$ cat src/rtl/winocnn_layer_sequencer.sv
// Layer sequencer for the Winograd convolution datapath: accepts one layer config,
// computes spatial block tiling, then walks every (input-channel, output-group) pass.
// Ports: cfg valid/ready + layer dims in; abort and loop_finished in; weight/data
// controller indices, lane mask, block counts, status flags and pass counter out.
module winocnn_layer_sequencer #(
    parameter int ID_W    = 4,
    parameter int OD_W    = 8,
    parameter int DIM_W   = 9,
    parameter int BLK_W   = 8,
    parameter int OD_PAR  = 2,
    parameter int TILE_IN = 6,
    parameter int STEP_T1 = 4,
    parameter int STEP_T0 = 6,
    parameter int PASS_W  = 16
) (
    input  logic              clk,
    input  logic              reset,
    input  logic              cfg_valid_i,
    output logic              cfg_ready_o,
    input  logic [ID_W-1:0]   total_id_i,
    input  logic [OD_W-1:0]   total_od_i,
    input  logic [DIM_W-1:0]  total_width_i,
    input  logic [DIM_W-1:0]  total_height_i,
    input  logic              size_type_i,
    input  logic              abort_i,
    input  logic              loop_finished_i,
    output logic [OD_W-1:0]   weight_od_base_o,
    output logic [OD_PAR-1:0] od_lane_mask_o,
    output logic [ID_W-1:0]   weight_id_o,
    output logic [ID_W-1:0]   data_id_o,
    output logic [BLK_W-1:0]  block_width_o,
    output logic [BLK_W-1:0]  block_height_o,
    output logic              size_type_o,
    output logic              data_prepare_o,
    output logic              busy_o,
    output logic              conv_completed_o,
    output logic              cfg_err_o,
    output logic [PASS_W-1:0] pass_count_o
);

    typedef enum logic [2:0] {
        S_IDLE, S_CONFIG, S_PREPARE, S_ADVANCE, S_DONE
    } state_t;

    localparam logic [DIM_W:0] TILE_X  = (DIM_W+1)'(TILE_IN);
    localparam logic [DIM_W:0] STEP1_X = (DIM_W+1)'(STEP_T1);
    localparam logic [DIM_W:0] STEP0_X = (DIM_W+1)'(STEP_T0);
    localparam logic [OD_W:0]  OD_PAR_X = (OD_W+1)'(OD_PAR);
    localparam int             BLK_MAX = (1 << BLK_W) - 1;

    state_t            state;
    logic [ID_W-1:0]   tot_id;
    logic [OD_W-1:0]   tot_od;
    logic [DIM_W-1:0]  tot_w;
    logic [DIM_W-1:0]  tot_h;
    logic              st;
    logic [ID_W-1:0]   id;
    logic [OD_W-1:0]   od_base;
    logic              last_grp;
    logic              last_id;
    logic              in_run;

    // Blocks along one dimension: a dimension that fits in a single input tile
    // (including 0) is one block; beyond that, ceil of the overhang over the stride.
    function automatic logic [BLK_W-1:0] blocks(input logic [DIM_W-1:0] d,
                                                input logic type_sel);
        logic [DIM_W:0] s;
        logic [DIM_W:0] q;
        s = type_sel ? STEP1_X : STEP0_X;
        if ({1'b0, d} <= TILE_X)
            return BLK_W'(1);
        q = (({1'b0, d} - TILE_X + s - (DIM_W+1)'(1)) / s) + (DIM_W+1)'(1);
        if (int'(q) > BLK_MAX)
            return BLK_W'(BLK_MAX);
        return BLK_W'(q);
    endfunction

    // Extra bit avoids wrap when od_base sits near the top of its range.
    assign last_grp = ({1'b0, od_base} + OD_PAR_X) >= {1'b0, tot_od};
    assign last_id  = ({1'b0, id} + (ID_W+1)'(1)) >= {1'b0, tot_id};
    assign in_run   = (state == S_CONFIG) || (state == S_PREPARE) || (state == S_ADVANCE);

    always_comb begin
        od_lane_mask_o = '0;
        for (int k = 0; k < OD_PAR; k++)
            od_lane_mask_o[k] = ({1'b0, od_base} + (OD_W+1)'(k)) < {1'b0, tot_od};
    end

    assign cfg_ready_o      = (state == S_IDLE) || (state == S_DONE);
    assign busy_o           = in_run;
    assign data_prepare_o   = (state == S_PREPARE);
    assign conv_completed_o = (state == S_DONE);
    assign weight_od_base_o = od_base;
    assign weight_id_o      = id;
    assign data_id_o        = id;
    assign size_type_o      = st;

    always_ff @(posedge clk or posedge reset) begin
        if (reset) begin
            state          <= S_IDLE;
            tot_id         <= '0;
            tot_od         <= '0;
            tot_w          <= '0;
            tot_h          <= '0;
            st             <= 1'b0;
            id             <= '0;
            od_base        <= '0;
            block_width_o  <= '0;
            block_height_o <= '0;
            cfg_err_o      <= 1'b0;
            pass_count_o   <= '0;
        end else if (abort_i && in_run) begin
            state        <= S_IDLE;
            id           <= '0;
            od_base      <= '0;
            pass_count_o <= '0;
        end else begin
            case (state)
                S_IDLE, S_DONE: begin
                    if (cfg_valid_i) begin
                        tot_id       <= total_id_i;
                        tot_od       <= total_od_i;
                        tot_w        <= total_width_i;
                        tot_h        <= total_height_i;
                        st           <= size_type_i;
                        id           <= '0;
                        od_base      <= '0;
                        pass_count_o <= '0;
                        cfg_err_o    <= 1'b0;
                        state        <= S_CONFIG;
                    end
                end
                S_CONFIG: begin
                    block_width_o  <= blocks(tot_w, st);
                    block_height_o <= blocks(tot_h, st);
                    if ((tot_id == '0) || (tot_od == '0)) begin
                        cfg_err_o <= 1'b1;
                        state     <= S_DONE;
                    end else begin
                        state <= S_PREPARE;
                    end
                end
                S_PREPARE: begin
                    if (loop_finished_i)
                        state <= S_ADVANCE;
                end
                S_ADVANCE: begin
                    pass_count_o <= pass_count_o + PASS_W'(1);
                    if (!last_grp) begin
                        od_base <= od_base + OD_W'(OD_PAR);
                        state   <= S_PREPARE;
                    end else if (!last_id) begin
                        od_base <= '0;
                        id      <= id + ID_W'(1);
                        state   <= S_PREPARE;
                    end else begin
                        state <= S_DONE;
                    end
                end
                default: state <= S_IDLE;
            endcase
        end
    end

endmodule

$ cat config.mk
export PLATFORM = sky130hd
export DESIGN_NAME = winocnn_layer_sequencer
export DESIGN_NICKNAME = d
export VERILOG_FILES = /design/src/rtl/winocnn_layer_sequencer.sv
export SDC_FILE = /design/constraint.sdc
export NUM_CORES = 1
export LEC_CHECK = 0
export CAP_MARGIN = 25
export CORE_MARGIN = 3
export CORE_UTILIZATION = 25
export CTS_CLUSTER_SIZE = 28
export DETAILED_ROUTE_END_ITERATION = 6
export GPL_TIMING_DRIVEN = 0
export SKIP_CTS_REPAIR_TIMING = 1
export SYNTH_ARGS = -nofsm -noshare
export SYNTH_HDL_FRONTEND = slang
export SYNTH_SLANG_ARGS = --single-unit
$ cat constraint.sdc
create_clock -name clk -period 10.1 [get_ports clk]
set_clock_uncertainty 0.15 [all_clocks]
set_input_delay 1.01 -clock clk [delete_from_list [all_inputs] [get_ports clk]]
set_output_delay 1.01 -clock clk [all_outputs]
set_load 0.01 [all_outputs]
# Word level (Yosys, flattened, before mapping)
# Index checks and enable logic that the tools add are counted.
[totals]
n_memories = 0
mem_bits_ro = 0
latch_bits = 0
reg_bits = 79
in_bits = 36
ramBits = 0
[classes]
bitwise = 1
magnitude_cmp = 8
mul = 0
n_reduce_logical = 18
shifts = 0
div = 2
n_mux = 46
n_addsub = 14
eq_ne = 11
[ops]
columns = ["cell", "count"]
rows = [
  ["$mux 8", 12],
  ["$mux 16", 2],
  ["$pmux 16 s2", 1],
  ["$add 10x1->10 const B", 2],
  ["$div 10x10->10", 2],
  ["$gt 10x8->1 const B", 2],
  ["$sub 10x1->10 const B", 2],
  ["$sub 9x3->10 const B", 2],
  ["$le 9x3->1 const B", 2],
  ["$mux 3", 6],
  ["$add 16x1->16 const B", 1],
  ["$mux 1", 16],
  ["$mux 4", 4],
  ["$pmux 8 s2", 1],
  ["$pmux 3 s4", 1],
  ["$add 10x10->10", 1],
  ["$add 10x3->10", 1],
  ["$add 8x1->9 const B", 1],
  ["$add 8x2->9 const B", 1],
  ["$ge 9x8->1", 1],
  ["$lt 9x8->1", 1],
  ["$ne 3x2->1 const B", 3],
  ["$add 8x2->8 const B", 1],
  ["$logic_not 8->1", 1],
  ["other kinds (25)", 33],
]

# Logic depth before layout (Yosys ltp)
# Gate-level depths: netlist of the first run.
[logic_depth]
word_depth = 12
ltp_mapped = 30
ltp_nobuf = 28

# Least setup slack after synthesis of the first run
# No wires, ideal clock.
[synth_timing]
path_type = "register -> register"
from = "reg st (netlist: size_type_o)"
to = "reg block_width_o[5]"
slack_ns = 2.487
synth_period_minus_slack_ns = 7.613
n_path_buf = 1
stages_incl_launch_ff = 30
t_arrival_ns = 7.341
path_cell_list = "dfrtp_1 -> inv_1 -> fa_1 -> clkbuf_1 -> nor4_2 -> a21oi_1 -> a21oi_1 -> inv_1 -> ha_1 -> nor2_1 -> nor3_1 -> o2111ai_1 -> a21boi_2 -> a21oi_1 -> o32ai_1 -> o21ai_2 -> a31oi_1 -> mux2i_1 -> and3_1 -> mux2_2 -> xnor2_1 -> o211ai_1 -> a21oi_1 -> o221a_2 -> inv_1 -> ha_1 -> nand2_1 -> nor2_1 -> or4_1 -> a32o_1"
[synth_between]
elab_chain_cells = 12
[synth_rtl]
columns = ["element", "line", "rtl"]
rows = [
  ["from (decl)", "56", "logic st;"],
  ["from (signal assigned)", "125", "st <= size_type_i;"],
  ["$mux 2 (*)", "69", "s = type_sel ? STEP1_X : STEP0_X;"],
  ["$add 10x10->10", "72", "q = (({1'b0, d} - TILE_X + s - (DIM_W+1)'(1)) / s) + (DIM_W+1)'(1);"],
  ["$sub 10x1->10", "72", ""],
  ["$div 10x10->10 (*)", "72", ""],
  ["$add 10x1->10 (*)", "72", ""],
  ["$gt 10x8->1", "73", "if (int'(q) > BLK_MAX)"],
  ["$mux 1", "73", ""],
  ["$mux 1", "72", ""],
  ["$mux 1", "118", "case (state)"],
  ["$mux 1", "112", "end else if (abort_i && in_run) begin"],
  ["$mux 8 (*)", "75", "return BLK_W'(q);"],
  ["$mux 8 (*)", "72", ""],
  ["to (signal assigned)", "134", "block_width_o <= blocks(tot_w, st);"],
  ["to (decl)", "31", "output logic [BLK_W-1:0] block_width_o,"],
]
# Every way passes the cells marked *; elsewhere a longest branch is shown, timed or not. The select of a mux whose other input is x is not followed.
# A chain may end at the register's enable or synchronous reset.

# Worst setup path in the final report of the first run
# Ends and elaborated chain as after synthesis.

==> flow_metrics.tcl, run 1 <==
set metrics [dict create \
    status "completed" \
    cp_slowest_stage_delay_ps 700 \
    initial_utilization_pct 25.45 \
    finalCritPeriodShare_pct 90.15 \
    die_x_um 177.2 \
    slowest_stage "dfrtp_2" \
    via_count 7205 \
    min_to "block_width_o[2]$_DFFE_PP0P_" \
    io_pins 92 \
    cts-buffers-inserted 9 \
    num_antenna_cells 0 \
    netlist_instances 904 \
    core-area_um2 28780 \
    grt_usage_pct 13.72 \
    fin_nets 1096 \
    synth_fp_nets 992 \
    clock_path_buffers 2 \
    finalWirelength_um 21870 \
    rsz0062_at_grt "false" \
    vias_per_cell 5.157 \
    synthToLayoutAreaGrowth_pct 23.42 \
    worstHoldPathType "register to register" \
    grt_overflow 0 \
    grt_pass1_wl_um 35170 \
    cp_data_arrival_time_ps 9180 \
    layout_commonest_cell "nand2_1" \
    dp_hpwl_um 17060 \
    layout_common_cells "nand2_1, clkdlybuf4s50_1, nor2_1, dfrtp_1, o21ai_0" \
    ys_types 92 \
    drc 0 \
    synth_top_area_share_pct 26.65 \
    clock_latency_ps 340 \
    drive_gt1_share_pct 9.082 \
    worst_slew_pin_slew_ps 1002 \
    clock-root-buffer "clkbuf_16" \
    r2r-start "size_type_o$_DFFE_PP0P_" \
    hold_depth 2 \
    path_common_cell "a21oi_1" \
    crit_fanout 17 \
    ys.flop_type "dfrtp_1" \
    min_period_ps 9105 \
    fin_util_pct 31.41 \
    drv_cap 0 \
    grt_pass1_vias 6795 \
    worstPathRequired_ps 10180 \
    drtIter0Drc 523 \
    maxSlewHeadroom_pct 32.81 \
    ys_top_cells_by_area "dfrtp_1, ha_1, nand2_1" \
    ys_seq_area_share_pct 26.65 \
    antenna_left 0 \
    final-hold-violation-count 0 \
    seq_area_um2 1953 \
    ctsHtreeMaxLevel 3 \
    startpoint_type "register" \
    avgSynthCellArea_um2 8.102 \
    syn_area_um2 7325 \
    wire_per_inst_um 15.66 \
    synth_largest_area_cell "dfrtp_1" \
    worstHoldStart "block_width_o[2]$_DFFE_PP0P_" \
    antenna_found_initial 0 \
    timing_max_transition_violations_final 0 \
    critPathKind "register to register" \
    ys_async_sr_fraction_pct 100.0 \
    rr_endpoint "block_width_o[5]$_DFFE_PP0P_" \
    clk_pin_slew_ps 60 \
    multi_input_area_um2 5095 \
    r2r_slack_ps 990 \
    ys_ff_latch 78 \
    finalSetupViolations 0 \
    yosysWarningCount 0 \
    die_height_um 177.2 \
    fmax_mhz 109.8 \
    grt_max_degree 41 \
    dieArea_um2 31390 \
    final.fill_count 3011 \
    place_congestion 0.9072 \
    synth_enable_flop_cells 0 \
    finalSetupTns_ps 0 \
    cts_tree "built" \
    fp-row-count 62 \
    reg2reg_depth 29 \
    place.port_buffers 90 \
    cts.sinks 78 \
    worst_setup_path_end_kind "register" \
    first_pass_iters 6 \
]
[area by class of cell]
type                            instances  share of cell area, %
Clock buffer                           12                  2.837
Clock inverter                          4                 0.4983
Buffer                                 36                  1.744
Multi-Input combinational cell        758                  56.36
Timing Repair Buffer                   93                  10.28
Inverter                               32                  1.356
Sequential cell                        78                  21.61
Tap cell                              384                  5.315
[flip-flops by register name, summed over array words and instances, names as in the netlist]
register,cells
weight_od_base_o,7
pass_count_o,16
tot_w,9
tot_id,4
block_width_o,8
state,3
data_id_o,4
tot_od,8
cfg_err_o,1
tot_h,9
size_type_o,1
block_height_o,8
[per-stage QoR]
stage / cells / instance area, um^2 / setup WS, ps / hold WS, ps
after floorplan: 904 / 7325 / 2487 / 343.5
after global placement: 1378 / 8706 / 675.8 / 304.2
after detailed placement: 1380 / 8732 / 694.0 / 309.7
after CTS: 1396 / 9034 / 604.0 / 322.4
after global routing: 1397 / 9040 / 274.0 / 345.5
final: 1397 / 9040 / 994.5 / 318.9
[cells in the mapped netlist, drive strengths merged (10+ instances only)]
master and instances:
nand2 105, nor2 83, dfrtp 78, o21ai 73
ha 50, a21oi 47, nand3 37, inv 32
nor3 31, clkbuf 25, mux2 22, xor2 20
xnor2 17, nand2b 15, mux2i 14, or2 14
a211oi 12, a31oi 12, nor4 12, o31ai 12
buf 11, nor2b 11, a32o 10, o211ai 10
[cell families (layout without fill, tap and decap cells)]
logic type	Yosys count	in the layout	share of synthesized area [%]
AO/OA/AOI/OAI	274	274	26.43
adder cells (fa/ha/maj)	52	52	9.088
buffers and inverters	68	177	3.792
multiplexers	36	36	5.347
XOR/XNOR	37	37	4.424
other	1	1	0.05120
AND/OR/NAND/NOR	358	358	24.22
flip-flops	78	78	26.65
[how the worst max path moves through the flow]
| stage | slack (ps) | end | from |
|---|---|---|---|
| after floorplan | 2490 | block_width_o[5]$_DFFE_PP0P_ | size_type_o$_DFFE_PP0P_ |
| after global placement | 680 | block_width_o[5]$_DFFE_PP0P_ | size_type_o$_DFFE_PP0P_ |
| after detailed placement | 690 | block_width_o[5]$_DFFE_PP0P_ | size_type_o$_DFFE_PP0P_ |
| after CTS | 600 | block_width_o[5]$_DFFE_PP0P_ | size_type_o$_DFFE_PP0P_ |
| after global routing | 270 | block_width_o[5]$_DFFE_PP0P_ | size_type_o$_DFFE_PP0P_ |
| final | 990 | block_width_o[5]$_DFFE_PP0P_ | size_type_o$_DFFE_PP0P_ |
[per-layer routing]
layer / up-vias / track usage [%] / part of all wire, %
met2: 170 / 21.79 / 45
met4: 0 / 3.601 / 1.6
li1: 3578 / - / -
met1: 3428 / 18.80 / 48
met5: - / 0 / 0
met3: 29 / 3.110 / 6.0
[worst max-delay path, delay by kind of cell (launching register included)]
kind | cells | cell delay, ps
XOR/XNOR | 1 | 140
multiplexers | 2 | 790
AND/OR/NAND/NOR | 7 | 1740
AO/OA/AOI/OAI | 12 | 3790
flip-flops | 1 | 700
buffers and inverters | 4 | 610
adder cells (fa/ha/maj) | 3 | 1040
Power of run 1 is not shown: default switching activity piles up to over one toggle a cycle in this logic, so the estimate is an artifact.
==> run 2, diff against run 1 <==
Settings changed: CORE_ASPECT_RATIO set to 2.
==> run 2 against run 1 <==
  * Sequential cell count is the same
  * Die area grew 0.40%
  * Core utilization hardly changed
  * Hold slack improved by 2.6 ps
  * Final cell count shrank 1.7%
  * Routed wire length rose by 10%
  * Non-clock buffer count did not move
  * Sequential share of layout area about the same
  * Register-to-register slack lost 40 ps
  * Cell area hardly changed
  * Clock-buffer cell count shrank 1
  * Highest routed layer unchanged
==> flow_metrics.tcl, run 2 (synthesis gave the netlist of run 1 again) <==
set metrics [dict create \
    grt_overflow 0 \
    placed_area_um2 8722 \
    cp_num_buf_inv 4 \
    wire_per_inst_um 17.54 \
    dp_hpwl_um 19400 \
    worstHoldStart "block_width_o[2]$_DFFE_PP0P_" \
    clock_latency_ps 360 \
    worstPathRequired_ps 10210 \
    seq_area_um2 1953 \
    path_delay_family "compound AO/OA/AOI/OAI gates" \
    critPathKind "register to register" \
    antenna_left 0 \
    reg2reg_depth 29 \
    timing_max_transition_violations_final 0 \
    fin_nets 1096 \
    final-hold-violation-count 0 \
    path_common_cell "a21oi_1" \
    vias_per_cell 5.374 \
    io_pins 92 \
    place_ws_ps 506.3 \
    cp_slowest_stage_delay_ps 720 \
    min_to "block_width_o[2]$_DFFE_PP0P_" \
    finalSetupTns_ps 0 \
    status "completed" \
    multi_input_area_um2 5096 \
    first_pass_iters 7 \
    final_cells 1373 \
    clk_pin_slew_ps 70 \
    core-area_um2 28850 \
    die_height_um 248.1 \
    grt_usage_pct 15.14 \
    dieArea_um2 31510 \
    ctsHtreeMaxLevel 3 \
    final.fill_count 3075 \
    die_x_um 127.0 \
    synthToLayoutAreaGrowth_pct 23.52 \
    largest_reg_flops 16 \
    slowest_stage "dfrtp_2" \
    r2r-start "size_type_o$_DFFE_PP0P_" \
    fmax_mhz 109.3 \
    fp-row-count 88 \
    cts-buffers-inserted 9 \
    initial_utilization_pct 25.39 \
    finalWirelength_um 24080 \
    top_register "pass_count_o" \
    fin_ws_ps 954.6 \
    cp_data_arrival_time_ps 9250 \
    cts_tree "built" \
    cts.sinks 78 \
    layout_commonest_cell "nand2_1" \
    maxSlewHeadroom_pct 33.71 \
    worst_setup_path_end_kind "register" \
    via_count 7379 \
    place.port_buffers 90 \
    reg_top3 "pass_count_o (16), tot_h (9), tot_w (9)" \
    min_period_ps 9145 \
    antenna_found_initial 0 \
    worst_slew_pin_slew_ps 991.9 \
    finish.instance_area_um2 9047 \
    rr_endpoint "block_width_o[5]$_DFFE_PP0P_" \
    rsz0062_at_grt "false" \
    grt_pass1_vias 7523 \
    finalCritPeriodShare_pct 90.55 \
    cp_num_cells 29 \
    place_congestion 0.8920 \
    num_antenna_cells 0 \
    drtIter0Drc 393 \
    drive_gt1_share_pct 9.181 \
    grt_pass1_wl_um 38030 \
    worstHoldPathType "register to register" \
    drc 0 \
    drv_cap 0 \
    crit_fanout 17 \
    clock_path_buffers 2 \
    layout_common_cells "nand2_1, clkdlybuf4s50_1, nor2_1, dfrtp_1, o21ai_0" \
    clock-root-buffer "clkbuf_16" \
    hold_depth 2 \
    startpoint_type "register" \
    finalSetupViolations 0 \
    grt_max_degree 68 \
    r2r_slack_ps 950 \
    placed_cells 1357 \
]
==> run 2: cell count changes in the layout (fill, tap and decap cells not counted), sizes merged <==
cell,previous run,this run
clkinv,3,1
clkdlybuf4s18,0,1
inv,32,33
clkbuf,38,36
bufinv,1,2
clkinvlp,0,1
==> run 2: worst max path at each step <==
stage	startpoint	end	slack, ps
3_3_place_gp	size_type_o$_DFFE_PP0P_	block_width_o[5]$_DFFE_PP0P_	650
3_5_place_dp	size_type_o$_DFFE_PP0P_	block_width_o[5]$_DFFE_PP0P_	510
2_1_floorplan	size_type_o$_DFFE_PP0P_	block_width_o[5]$_DFFE_PP0P_	2490
5_1_grt	size_type_o$_DFFE_PP0P_	block_width_o[5]$_DFFE_PP0P_	330
6_report	size_type_o$_DFFE_PP0P_	block_width_o[5]$_DFFE_PP0P_	950
4_1_cts	size_type_o$_DFFE_PP0P_	block_width_o[5]$_DFFE_PP0P_	550
==> run 2: tightest hold or removal path, cell delays in order, from the launching register on <==
cell	delay (ps)
dfrtp_1	340
nand2_1	50
nand2_1	50
==> run 2: through the flow <==
stage / hold WS (ps) / util [%]
after floorplan: 343.5 / -
after global placement: 307.9 / 30.07
after detailed placement: 310.5 / 30.24
after CTS: 324.3 / 31.36
after global routing: 350.5 / 31.36
final: 321.5 / 31.36
==> run 2: layout make-up <==
type | count | share of cell area (%)
repair buffers | 93 | 10.43
clock inverters | 5 | 0.8989
multi-input cells | 758 | 56.33
inverters | 32 | 1.355
well taps | 360 | 4.979
clock buffers | 11 | 2.683
flip-flops and latches | 78 | 21.59
plain buffers | 36 | 1.742
==> run 2: per-layer routing <==
layer | up-vias | global-route usage, % | share of wire, %
li1 | 3583 | - | -
met1 | 3558 | 13.68 | 35
met2 | 174 | 30.32 | 56
met3 | 64 | 1.953 | 3.2
met4 | 0 | 10.30 | 5.9
met5 | - | 0 | 0
Power of run 2 is left out for the same reason.
==> run 3, diff against run 2 <==
Clock period 10.1 ns to 10.17 ns, I/O delays scaled along.
==> results of run 3 <==
Same layout as run 2 (identical final DEF). Status: completed.
Main changes from that run: setup slack after placement 506.3 ps -> 576.3 ps; setup slack after layout 954.6 ps -> 1025 ps; register-to-register setup slack 950 ps -> 1020 ps
Power of run 3 is left out for the same reason.
